**src/rtl/hazard_pkg.sv**
```systemverilog
`default_nettype none
// ============================================================================
// hazard_pkg : shared types and constants for the pipeline hazard controller
// Revision   : 1.0
// ============================================================================
package hazard_pkg;

  localparam int STATE_W = 2;

  typedef enum logic [STATE_W-1:0] {
    RUN   = 2'd0,
    DWAIT = 2'd1,
    IWAIT = 2'd2
  } ctrl_state_e;

  localparam logic [4:0]  REG_ZERO    = 5'd0;
  localparam logic [15:0] COUNTER_MAX = 16'hFFFF;

  typedef struct packed {
    logic stall_pc;
    logic stall_ifid;
    logic stall_idex;
    logic stall_exmem;
    logic flush_ifid;
    logic flush_idex;
    logic flush_memwb;
  } ctrl_out_t;

  function automatic logic [15:0] sat_inc16(input logic [15:0] value);
    return (value == COUNTER_MAX) ? value : value + 16'd1;
  endfunction

endpackage
`default_nettype wire

```
**src/rtl/hazard_ctrl_load_use.sv**
```systemverilog
`default_nettype none
// ============================================================================
// loadUseDetect : flags a load in EX whose destination feeds the ID instruction
// Revision      : 1.0
// ============================================================================
module loadUseDetect
  import hazard_pkg::*;
(
  input  logic       memRead_IDEX,
  input  logic [4:0] rt_IDEX,
  input  logic [4:0] rs_IFID,
  input  logic [4:0] rt_IFID,
  output logic       hazard
);

  // r0 is hardwired to zero, so a load targeting it never creates a dependency
  assign hazard = memRead_IDEX
               && (rt_IDEX != REG_ZERO)
               && ((rt_IDEX == rs_IFID) || (rt_IDEX == rt_IFID));

endmodule
`default_nettype wire

```
**src/rtl/hazard_ctrl.sv**
```systemverilog
`default_nettype none
// ============================================================================
// hazard_ctrl : five-stage pipeline stall/flush sequencer and stall counter
// Revision    : 1.0
// ============================================================================
module hazard_ctrl
  import hazard_pkg::*;
(
  input  logic        clk,
  input  logic        reset,
  input  logic        memRead_IDEX,
  input  logic [4:0]  rt_IDEX,
  input  logic [4:0]  rs_IFID,
  input  logic [4:0]  rt_IFID,
  input  logic        pcSrc,
  input  logic        dMiss,
  input  logic        dReady,
  input  logic        iMiss,
  input  logic        iReady,
  output logic        stallPC,
  output logic        stallIFID,
  output logic        stallIDEX,
  output logic        stallEXMEM,
  output logic        flushIFID,
  output logic        flushIDEX,
  output logic        flushMEMWB,
  output logic [15:0] stallCycles,
  output logic [1:0]  ctrlState
);

  ctrl_state_e state_q, state_d;
  logic        drop_fetch_q, drop_fetch_d;
  logic [15:0] stall_cycles_q, stall_cycles_d;

  logic        load_use;
  logic        d_pending;
  logic        stall_any;
  ctrl_out_t   out_c;

  loadUseDetect u_load_use (
    .memRead_IDEX (memRead_IDEX),
    .rt_IDEX      (rt_IDEX),
    .rs_IFID      (rs_IFID),
    .rt_IFID      (rt_IFID),
    .hazard       (load_use)
  );

  // A data fill completing this cycle releases the back end immediately
  assign d_pending = dMiss & ~dReady;

  always_comb begin
    out_c        = '0;
    state_d      = state_q;
    drop_fetch_d = drop_fetch_q;

    case (state_q)
      RUN: begin
        if (dMiss) begin
          out_c.stall_pc    = 1'b1;
          out_c.stall_ifid  = 1'b1;
          out_c.stall_idex  = 1'b1;
          out_c.stall_exmem = 1'b1;
          out_c.flush_memwb = 1'b1;
          state_d           = DWAIT;
        end else if (pcSrc) begin
          out_c.flush_ifid = 1'b1;
          out_c.flush_idex = 1'b1;
        end else if (load_use) begin
          out_c.stall_pc   = 1'b1;
          out_c.stall_ifid = 1'b1;
          out_c.flush_idex = 1'b1;
        end else if (iMiss) begin
          out_c.stall_pc   = 1'b1;
          out_c.flush_ifid = 1'b1;
          state_d          = IWAIT;
        end
      end

      DWAIT: begin
        if (dReady) begin
          state_d = RUN;
        end else begin
          out_c.stall_pc    = 1'b1;
          out_c.stall_ifid  = 1'b1;
          out_c.stall_idex  = 1'b1;
          out_c.stall_exmem = 1'b1;
          out_c.flush_memwb = 1'b1;
        end
      end

      IWAIT: begin
        out_c.stall_pc   = 1'b1;
        out_c.flush_ifid = 1'b1;
        if (d_pending) begin
          out_c.stall_idex  = 1'b1;
          out_c.stall_exmem = 1'b1;
          out_c.flush_memwb = 1'b1;
        end
        if (iReady) begin
          // A branch taken while the fill was outstanding makes the word stale
          out_c.stall_pc   = 1'b0;
          out_c.flush_ifid = drop_fetch_q | pcSrc;
          drop_fetch_d     = 1'b0;
          state_d          = d_pending ? DWAIT : RUN;
        end else if (pcSrc) begin
          out_c.stall_pc = 1'b0;
          drop_fetch_d   = 1'b1;
        end
      end

      default: begin
        state_d      = RUN;
        drop_fetch_d = 1'b0;
      end
    endcase
  end

  assign stall_any = out_c.stall_pc | out_c.stall_ifid | out_c.stall_idex | out_c.stall_exmem;

  always_comb begin
    stall_cycles_d = stall_cycles_q;
    if (stall_any) begin
      stall_cycles_d = sat_inc16(stall_cycles_q);
    end
  end

  always_ff @(posedge clk) begin
    if (reset) begin
      state_q        <= RUN;
      drop_fetch_q   <= 1'b0;
      stall_cycles_q <= 16'd0;
    end else begin
      state_q        <= state_d;
      drop_fetch_q   <= drop_fetch_d;
      stall_cycles_q <= stall_cycles_d;
    end
  end

  assign stallPC     = out_c.stall_pc;
  assign stallIFID   = out_c.stall_ifid;
  assign stallIDEX   = out_c.stall_idex;
  assign stallEXMEM  = out_c.stall_exmem;
  assign flushIFID   = out_c.flush_ifid;
  assign flushIDEX   = out_c.flush_idex;
  assign flushMEMWB  = out_c.flush_memwb;
  assign stallCycles = stall_cycles_q;
  assign ctrlState   = state_q;

endmodule
`default_nettype wire

```
**config.mk**
```make
export PLATFORM = sky130hd
export DESIGN_NAME = hazard_ctrl
export DESIGN_NICKNAME = d
export VERILOG_FILES = /design/src/rtl/hazard_pkg.sv /design/src/rtl/hazard_ctrl_load_use.sv /design/src/rtl/hazard_ctrl.sv
export SDC_FILE = /design/constraint.sdc
export NUM_CORES = 1
export LEC_CHECK = 0
export ABC_AREA = 0
export CAP_MARGIN = 20
export CORE_ASPECT_RATIO = 0.8
export CORE_UTILIZATION = 30
export CTS_CLUSTER_DIAMETER = 80
export DETAILED_ROUTE_END_ITERATION = 16
export GPL_TIMING_DRIVEN = 0
export PLACE_DENSITY_LB_ADDON = 0.08
export SLEW_MARGIN = 40
export SYNTH_ARGS = -nofsm -noshare
export SYNTH_HDL_FRONTEND = slang
export SYNTH_HIERARCHICAL = 1
export SYNTH_SLANG_ARGS = --single-unit
```
**constraint.sdc**
```tcl
create_clock -name clk -period 3.8 [get_ports clk]
set_clock_uncertainty 0.05 [all_clocks]
set_input_delay 0.38 -clock clk [delete_from_list [all_inputs] [get_ports clk]]
set_output_delay 0.38 -clock clk [all_outputs]
set_load 0.02 [all_outputs]
```
# --- Yosys cells after proc, flatten, opt, wreduce, memory -nomap -nowiden ---
# Cells that the tools add are included.
word_totals:
  elab_cells: 66
  out_inout_bits: 25
  ff_bits: 19
op_classes:
  add_sub_neg: 1
  bitwise_logic: 8
  reduce_logical: 9
  n_mux: 34
  n_eq_ne: 11
ops:
  columns: ["cell", "n"]
  rows:
  - ["2-to-1 mux 2 bit", 12]
  - ["adder 16 x 1 -> 16 bit, second input constant", 1]
  - ["equality test 16 bit, second input constant", 1]
  - ["2-to-1 mux 1 bit", 14]
  - ["inequality test 3 bit, second input constant", 4]
  - ["case mux 2 bit (3 select lines)", 2]
  - ["equality test 5 bit", 2]
  - ["case mux 1 bit (2 select lines)", 3]
  - ["case mux 1 bit (3 select lines)", 2]
  - ["AND reduction 5 bit", 1]
  - ["nonzero test 5 bit", 1]
  - ["2-to-1 mux 4 bit", 1]
  - ["inequality test 2 bit, second input constant", 2]
  - ["bitwise OR 1 bit", 4]
  - ["AND reduction 2 bit", 2]
  - ["inverter 1 bit", 3]
  - ["equality test 2 x 1 -> 1 bit, second input constant", 1]
  - ["equality test 2 bit, second input constant", 1]
  - ["logical AND 1 bit", 2]
  - ["logical NOT 2 bit", 1]
  - ["OR reduction 2 bit", 1]
  - ["AND 1 bit", 1]
  - ["logical OR 1 bit", 1]

# --- Depth between registers and ports, before layout ---
# Gate-level depths: netlist (run 1).
depth:
  depth_word: 11
  depth_mapped: 10
  mapped_depth_nobuf: 9

# --- Hierarchy ---
# Netlist (run 1), hierarchy kept.
by_module_without_submodules:
  columns: ["mod", "cells_each", "seq_area_each_um2", "instances", "area_per_inst_um2"]
  rows:
  - ["hazard_ctrl", 140, 380.4, 1, 1134.8]
  - ["loadUseDetect", 17, 0.0, 1, 125.1]

# --- Least setup slack after synthesis (run 1) ---
# No wires, ideal clock.
synth_timing:
  kind: "input to register"
  startpoint: "in rt_IDEX[1]"
  endpoint: "reg stall_cycles_q[11] (netlist: stallCycles[11])"
  t_required_ns: 3.629
  t_arrival_ns: 2.296
  stages: 9
  n_path_buf: 1
  path_slack_ns: 1.333
  cell_sequence: "or4_1 > o21ai_1 > a21oi_1 > nor2b_1 > o31ai_1 > o211a_1 > buf_2 > nor3b_1 > mux2_4"
synth_between:
  elab_chain_len: 11
synth_lines:
  columns: ["item", "line_no", "source"]
  rows:
  - ["start: declaration", "hazard_ctrl.sv:12", "input logic [4:0] rt_IDEX,"]
  - ["equality test 5 bit / nonzero test 5 bit (equally long branches)", "hazard_ctrl_load_use.sv:19, hazard_ctrl_load_use.sv:18", null]
  - ["logical OR 1 bit / logical AND 1 bit (equally long branches)", "hazard_ctrl_load_use.sv:19, hazard_ctrl_load_use.sv:18", null]
  - ["logical AND 1 bit (*)", "hazard_ctrl_load_use.sv:19", "&& ((rt_IDEX == rs_IFID) || (rt_IDEX == rt_IFID));"]
  - ["net load_use", "hazard_ctrl.sv:35", "logic load_use;"]
  - ["2-to-1 mux 1 bit", "hazard_ctrl.sv:68", "end else if (load_use) begin"]
  - ["2-to-1 mux 2 bit (*)", "hazard_ctrl.sv:65", "end else if (pcSrc) begin"]
  - ["2-to-1 mux 2 bit (*)", "hazard_ctrl.sv:58", "if (dMiss) begin"]
  - ["case mux 1 bit (3 select lines) / case mux 1 bit (2 select lines) (equally long branches)", "hazard_ctrl.sv:56", "case (state_q)"]
  - ["bitwise OR 1 bit (*) (3 in a row)", "hazard_ctrl.sv:118", "assign stall_any = out_c.stall_pc | out_c.stall_ifid | out_c.stall_idex | out_c.stall_exmem;"]
  - ["AND reduction 2 bit (no source line) (*)", null, null]
  - ["end signal: assignment", "hazard_ctrl.sv:135", "stall_cycles_q <= stall_cycles_d;"]
  - ["end: declaration", "hazard_ctrl.sv:33", "logic [15:0] stall_cycles_q, stall_cycles_d;"]
# Mark *: on every way through the listed nets, which the timed path passes. The rest lies on a longest branch.
# A chain may end at the register's enable or synchronous reset.

# --- Worst setup path after layout (run 1) ---
layout_timing:
  startpoint: "in rt_IDEX[1]"
  endpoint: "out stallPC"
layout_between:
  elab_chain_len: 7
layout_lines:
  columns: ["item", "line_no", "source"]
  rows:
  - ["equality test 5 bit / nonzero test 5 bit (equally long branches)", "hazard_ctrl_load_use.sv:19, hazard_ctrl_load_use.sv:18", null]
  - ["logical OR 1 bit / logical AND 1 bit (equally long branches)", "hazard_ctrl_load_use.sv:19, hazard_ctrl_load_use.sv:18", null]
  - ["logical AND 1 bit (*)", "hazard_ctrl_load_use.sv:19", null]
  - ["net load_use", "hazard_ctrl.sv:35", null]
  - ["2-to-1 mux 1 bit (*)", "hazard_ctrl.sv:68", null]
  - ["2-to-1 mux 2 bit (*)", "hazard_ctrl.sv:65", null]
  - ["2-to-1 mux 2 bit (*)", "hazard_ctrl.sv:58", null]
  - ["case mux 1 bit (3 select lines) (*)", "hazard_ctrl.sv:56", null]
  - ["end: declaration", "hazard_ctrl.sv:20", "output logic stallPC,"]
# Marked as above.

==> summary.txt, run 1 <==
Status: finished, final reports clean
Arrival time worst endpoint: 2.86 ns
Total area of sequential cells: 380 sq um
Synth async-reset ratio: 0%
Number of levels the H-tree was split into: 1
Proportion of netlist area held by the largest area contributor: 30.2%
Switching Fraction: 29.1%
Proportion of power drawn by flip-flops and latches: 42.9%
Total CTS buffers: 3
Initial antenna violation count: 0
Detailed-route DRC error count: 0
Number of cells on the worst hold path: 2
CTS Hold Buffers Added: 0
Final hold vios: 0
Most common library cell in the layout ignoring fill and taps: sky130_fd_sc_hd__clkdlybuf4s50_1
Nets in the synthesized netlist: 181
Clock tree from TritonCTS: built
Area of the placeable core: 0.00390 sq mm
Filler cells: 391
Final Cycle Share: 86.6%
Cell-internal power: 349 uW
Count of final setup violators: 0
Static power due to leakage: 0.620 nW
Power density of the placed cells: 266 mW/mm^2
Power Total: 493 uW
Hold Crit Class: reg -> reg
Synth warn: 6
HPWL Detailed: 2600 microns
Global router's overall resource usage: 16.3%
Global routing met1 resource utilization: 21.6%
Logic pwr share: 28.2%
Area occupied by multi-input gates: 815 sq um
Final core utilization: 47.4%
Number of nets in the layout: 233
Setup CP Type: in -> out
Worst flop-to-flop path startpoint: stallCycles[0]$_SDFFE_PP0P_
EDFF count, synth: 0
Global route hottest layer: met2
Required time at the endpoint of the critical path: 3.37 ns
Switching power of the nets: 144 uW
Ratio of cells with drive above 1 in the final layout: 8.65%
Die width: 74.5 microns
Final critical delay including setup and external delays: 3.29 ns
Max Clk Rate: 0.304 GHz
Number of placed I/O pins: 48
Final estimated routing congestion in global placement: 0.768
Seq cells post-synth: 19
Starting DRT DRC Count: 143
Total standard cell area after synthesis: 0.00126 sq mm
Endpoint of the worst-slack reg-to-reg timing path: stallCycles[10]$_SDFFE_PP0P_
Max Buffers Root-to-Sink: 2
Number of iterations in the first detailed-routing pass: 4
Worst-Margin Slew: 0.697 ns
CTS sink count: 19
Vias in the first global route: 1251
Worst Hold End: stallCycles[4]$_SDFFE_PP0P_
Routed wire length per instance: 12.5 microns
Clock slew at reported path FFs: 0.07 ns
Remaining max-slew budget at the tightest pin: 53.2%
Synthesized netlist cell count: 157
Clk Tree Root Cell: sky130_fd_sc_hd__clkbuf_8
Pin count of the biggest net entering global routing: 11
Via density: 5.16
Post-synthesis cell type count: 44
Post-CTS repair timing setup buffer count: 0
Standard-cell row count: 20
Number of cells upsized or downsized after cts: 0
Max Fanout on Critical Path: 4
Sequential area share after synthesis: 30.2%
RSZ-0062 raised after global routing: no
WL final: 3300 microns
Port Buffers: 47
Most frequent cells in the layout: 47 x sky130_fd_sc_hd__clkdlybuf4s50_1, 19 x sky130_fd_sc_hd__dfxtp_1, 15 x sky130_fd_sc_hd__a21oi_1
Initial standard-cell utilization of the core: 32.3%
Count of vias placed by the detailed router: 1356
Depth of the worst register-to-register path: 6
Largest voltage drop on the vdd net: 153 uV
Diode count: 0
Wire length of the first global-routing pass: 5550 microns
Cell taking the most area after synthesis: sky130_fd_sc_hd__dfxtp_1
Max-capacitance violation count: 0
Hold path startpoint: stallCycles[4]$_SDFFE_PP0P_
Endpoint type of the worst setup path: output port
Primary flip-flop cell chosen by synthesis mapping: sky130_fd_sc_hd__dfxtp_1
Launching element type of the critical path: input port
Chip height: 60.0 microns
Aggregate global routing overflow: 0
Dominant cells by area after synthesis: sky130_fd_sc_hd__dfxtp_1 30%, sky130_fd_sc_hd__a21oi_1 6.0%, sky130_fd_sc_hd__nor2_1 4.2%
Final number of max-transition violations: 0
Aggregate negative setup slack: 0 ns
Met3 layer usage reported by global route: 5.40%
Die Outline Area: 0.00446 sq mm
Final worst hold slack: 0.478 ns
Clock share of power: 28.9%
Synthesis-to-layout area growth: 46.9%
Clock latency reported for the late side of the worst-skew pair: 0.26 ns
Synthesized area per cell: 8.03 sq um
Met2 track demand over resource: 26.0%
Post-detailed-route count of antenna-violating nets: 0
Worst setup slack for register-to-register paths: 1.55 ns
sequential cells by signal, summed over array words and instances (netlist names):
signal        count
drop_fetch_q      1
stallCycles      16
ctrlState         2
through the flow:
step,worst slack (ns),instance area (sq um),std cells
floorplan,1.33,1260,157
global placement,0.517,1800,259
detailed placement,0.502,1810,259
CTS,0.502,1850,263
global route,0.326,1850,263
finish,0.511,1850,263
critical path: stages:
cell	delay [ns]
sky130_fd_sc_hd__clkdlybuf4s50_1	0.48
sky130_fd_sc_hd__or4_1	0.54
sky130_fd_sc_hd__o21ai_1	0.12
sky130_fd_sc_hd__a21oi_1	0.09
sky130_fd_sc_hd__nor2b_1	0.15
sky130_fd_sc_hd__o31ai_1	0.37
sky130_fd_sc_hd__o21ai_0	0.16
sky130_fd_sc_hd__clkdlybuf4s50_1	0.56
how the worst max path moves through the flow:
stage	from	end	cells after the start
after floorplan	rt_IDEX[1]	stallCycles[11]$_SDFFE_PP0P_	9
after global placement	rt_IDEX[1]	stallPC	8
after detailed placement	rt_IDEX[1]	stallPC	8
after CTS	rt_IDEX[1]	stallPC	8
after global routing	rt_IDEX[1]	stallPC	8
final	rt_IDEX[1]	stallPC	8
logic make-up (layout without fill, tap and decap cells):
family,count (synthesis),count (layout),synth area share [%]
flops,19,19,30.2
simple gates,71,71,34.1
buf+inv,14,65,5.66
fa+ha+maj,1,1,0.993
xor+xnor,10,10,6.95
mux,3,3,3.28
compound gates,39,39,18.9
layout make-up:
type                       instances  area share, %
multi-input combinational        124           44.0
timing repair buffer              47           25.4
sequential                        19           20.6
tap                               55           3.72
buffer                             9           2.84
clock buffer                       4           2.43
inverter                           5           1.01
synth_stat cells (2+ instances only):
master,n
sky130_fd_sc_hd__buf_2,3
sky130_fd_sc_hd__or3_1,5
sky130_fd_sc_hd__nor2_1,14
sky130_fd_sc_hd__mux2_4,2
sky130_fd_sc_hd__nand3_1,7
sky130_fd_sc_hd__dfxtp_1,19
sky130_fd_sc_hd__or4_1,4
sky130_fd_sc_hd__nand4_1,5
sky130_fd_sc_hd__nor4b_1,3
sky130_fd_sc_hd__nor3b_1,3
sky130_fd_sc_hd__nor3_1,6
sky130_fd_sc_hd__inv_1,5
sky130_fd_sc_hd__nor2b_1,4
sky130_fd_sc_hd__clkbuf_1,2
sky130_fd_sc_hd__o21ai_0,9
sky130_fd_sc_hd__nand2b_1,2
sky130_fd_sc_hd__xnor2_1,4
sky130_fd_sc_hd__buf_4,2
sky130_fd_sc_hd__nand2_1,7
sky130_fd_sc_hd__a21oi_1,15
sky130_fd_sc_hd__nor4_1,4
sky130_fd_sc_hd__o31ai_1,4
sky130_fd_sc_hd__and4_1,2
sky130_fd_sc_hd__xor2_1,6
per-layer routing:
metal / share of wire, % / vias to the layer above
li1: - / 686
met3: 8.5 / 2
met4: 0.64 / 0
met5: 0 / -
met1: 45 / 618
met2: 45 / 50
power by group through the flow:
| stage | clock network, mW | registers [mW] | logic, mW |
|---|---|---|---|
| floorplan | 0 | 0.221 | 0.0648 |
| global placement | 0 | 0.215 | 0.138 |
| detailed placement | 0 | 0.216 | 0.139 |
| finish | 0.143 | 0.211 | 0.139 |
| CTS | 0.146 | 0.211 | 0.139 |
| global route | 0.157 | 0.212 | 0.150 |
(Power assumes the default switching activity.)
==> run 2: changes to the inputs <==
CORE_ASPECT_RATIO = 0.75   (was 0.8)
GPL_ROUTABILITY_DRIVEN = 0   (was not set)
==> run 2 against run 1 <==
Cell area unchanged. Register-to-register slack improved by 0.05 ns. Count of clock-buffer cells in the layout unchanged. First-iteration DRC count decreased by 44%. Fmax decreased by 1.7%. Critical path type unchanged.
==> summary.txt, run 2 (same netlist as run 1, synthesis figures left out) <==
Status: finished, final reports clean
WL final: 3410 microns (+3.4%)
Die Outline Area: 0.00447 sq mm (about the same)
Delay contributed by the slowest stage of the critical path: 0.57 ns (about the same)
Aggregate negative setup slack: 0 ns (unchanged)
Required time at the endpoint of the critical path: 3.37 ns (about the same)
Number of placed I/O pins: 48 (unchanged)
Standard-cell row count: 20 (unchanged)
Crit-path slowest cell: sky130_fd_sc_hd__clkdlybuf4s50_1
Power Total: 497 uW (+0.83%)
Chip height: 58.1 microns (-3.1%)
Final hold vios: 0 (unchanged)
Global router's overall resource usage: 15.3% (-1.0 points)
Clock latency reported for the late side of the worst-skew pair: 0.26 ns (about the same)
Wire length of the first global-routing pass: 5400 microns (-2.6%)
Power density of the placed cells: 268 mW/mm^2 (+0.83%)
Final non-filler cell total: 263 (unchanged)
Die width: 76.8 microns (+3.2%)
Max Buffers Root-to-Sink: 2 (unchanged)
HPWL Detailed: 2680 microns (+3.2%)
Ratio of cells with drive above 1 in the final layout: 8.65% (unchanged)
Area of the placeable core: 0.00403 sq mm (+3.2%)
Post-detailed-route count of antenna-violating nets: 0 (unchanged)
Arrival time worst endpoint: 2.92 ns (+0.06 ns)
Number of nets in the layout: 233 (unchanged)
Routed wire length per instance: 13.0 microns (+3.4%)
Number of levels the H-tree was split into: 1 (unchanged)
Top Family by Delay on Critical Path: buffers and inverters
Hold Crit Class: reg -> reg
CTS sink count: 19 (unchanged)
Most common library cell in the layout ignoring fill and taps: sky130_fd_sc_hd__clkdlybuf4s50_1
Vias in the first global route: 1161 (-7.2%)
Clock tree from TritonCTS: built
Crit path cell chain: clkdlybuf4s50_1 -> or4_1 -> o21ai_1 -> a21oi_1 -> nor2b_1 -> o31ai_1 -> o21ai_0 -> clkdlybuf4s50_1
Aggregate global routing overflow: 0 (unchanged)
Number of cells upsized or downsized after cts: 0 (unchanged)
Worst path bufs/invs: 2 (unchanged)
Max Clk Rate: 0.299 GHz (-1.7%)
Detailed-route DRC error count: 0 (unchanged)
Setup CP Type: in -> out
Largest voltage drop on the vdd net: 99.9 uV (-35%)
Launching element type of the critical path: input port
Via density: 5.23 (+1.5%)
Clock slew at reported path FFs: 0.07 ns (about the same)
Final number of max-transition violations: 0 (unchanged)
Final critical delay including setup and external delays: 3.35 ns (+0.0565 ns)
Number of flip-flops in the largest register: 16 (unchanged)
Static power due to leakage: 0.620 nW (unchanged)
Starting DRT DRC Count: 80 (-44%)
Remaining max-slew budget at the tightest pin: 50.3% (-2.8 points)
Count of final setup violators: 0 (unchanged)
Number of iterations in the first detailed-routing pass: 4 (unchanged)
Endpoint type of the worst setup path: output port
Clk Tree Root Cell: sky130_fd_sc_hd__clkbuf_8
Port Buffers: 47 (unchanged)
Diode count: 0 (unchanged)
Total CTS buffers: 3 (unchanged)
Max-capacitance violation count: 0 (unchanged)
Count of vias placed by the detailed router: 1376 (+1.5%)
Initial standard-cell utilization of the core: 31.3% (-1.0 points)
CTS Hold Buffers Added: 0 (unchanged)
Worst-Margin Slew: 0.739 ns (+0.0420 ns)
RSZ-0062 raised after global routing: no
Synthesis-to-layout area growth: 46.9% (unchanged)
Most frequent cells in the layout: 47 x sky130_fd_sc_hd__clkdlybuf4s50_1, 19 x sky130_fd_sc_hd__dfxtp_1, 15 x sky130_fd_sc_hd__a21oi_1
Max Fanout on Critical Path: 4 (unchanged)
Library cell appearing most often on the critical path: sky130_fd_sc_hd__clkdlybuf4s50_1
Total instance count after detailed placement: 259 (unchanged)
Final Cycle Share: 88.0% (+1.5 points)
Initial antenna violation count: 0 (unchanged)
Post-CTS repair timing setup buffer count: 0 (unchanged)
Final core utilization: 45.9% (-1.5 points)
Pin count of the biggest net entering global routing: 11 (unchanged)
-- run 2: cell counts in the layout (fill, tap and decap cells not counted) --
Identical to the previous run, type by type.
-- run 2: through the flow --
step	setup WS, ns	cell area, sq um	hold WS, ns
after floorplan	1.33	1260	0.440
after global placement	0.504	1800	0.456
after detailed placement	0.462	1810	0.464
after CTS	0.458	1850	0.474
after global routing	0.291	1850	0.496
final	0.454	1850	0.475
-- run 2: layout make-up --
cell class	count	area, sq um
Fill cell	399	2180
Multi-Input combinational cell	124	815
Timing Repair Buffer	47	470
Sequential cell	19	380
Tap cell	55	68.8
Buffer	9	52.6
Clock buffer	4	45.0
Inverter	5	18.8
-- run 2: path summary, 6_finish.rpt --
kind / start / to / slack (ns) / depth (start not counted)
max: rt_IDEX[1] / stallPC / 0.45 / 8
min: drop_fetch_q$_SDFFE_PP0P_ / drop_fetch_q$_SDFFE_PP0P_ / 0.48 / 2
max reg2reg: stallCycles[0]$_SDFFE_PP0P_ / stallCycles[10]$_SDFFE_PP0P_ / 1.60 / 6
min reg2reg: drop_fetch_q$_SDFFE_PP0P_ / drop_fetch_q$_SDFFE_PP0P_ / 0.48 / 2
-- run 2: where the power goes --
part           total [mW]  internal, mW  switching, mW
combinational       0.139        0.0698         0.0690
sequential          0.211         0.205        0.00612
clock               0.147        0.0748         0.0725
total               0.497         0.349          0.148
-- run 2: worst reg2reg max path, stage by stage, from the launching register on --
cell and delay [ns]:
sky130_fd_sc_hd__dfxtp_1 0.40, sky130_fd_sc_hd__ha_1 0.24, sky130_fd_sc_hd__nand4_1 0.23, sky130_fd_sc_hd__or4_4 0.54, sky130_fd_sc_hd__buf_6 0.15, sky130_fd_sc_hd__and4_4 0.18
sky130_fd_sc_hd__mux2_4 0.28
-- run 2: layer usage --
layer	GRT usage [%]	vias up	routed length, microns	part of all wire [%]
li1	-	687	-	-
met1	19.7	648	1640	48
met2	25.6	39	1600	47
met3	3.94	2	158	4.6
met4	3.85	0	19	0.56
met5	0	-	0	0
==> run 3: changes to the inputs <==
GPL_ROUTABILITY_DRIVEN = not set   (was 0)
==> results of run 3 <==
No change in the layout: final DEF, timing and power equal those of run 2.
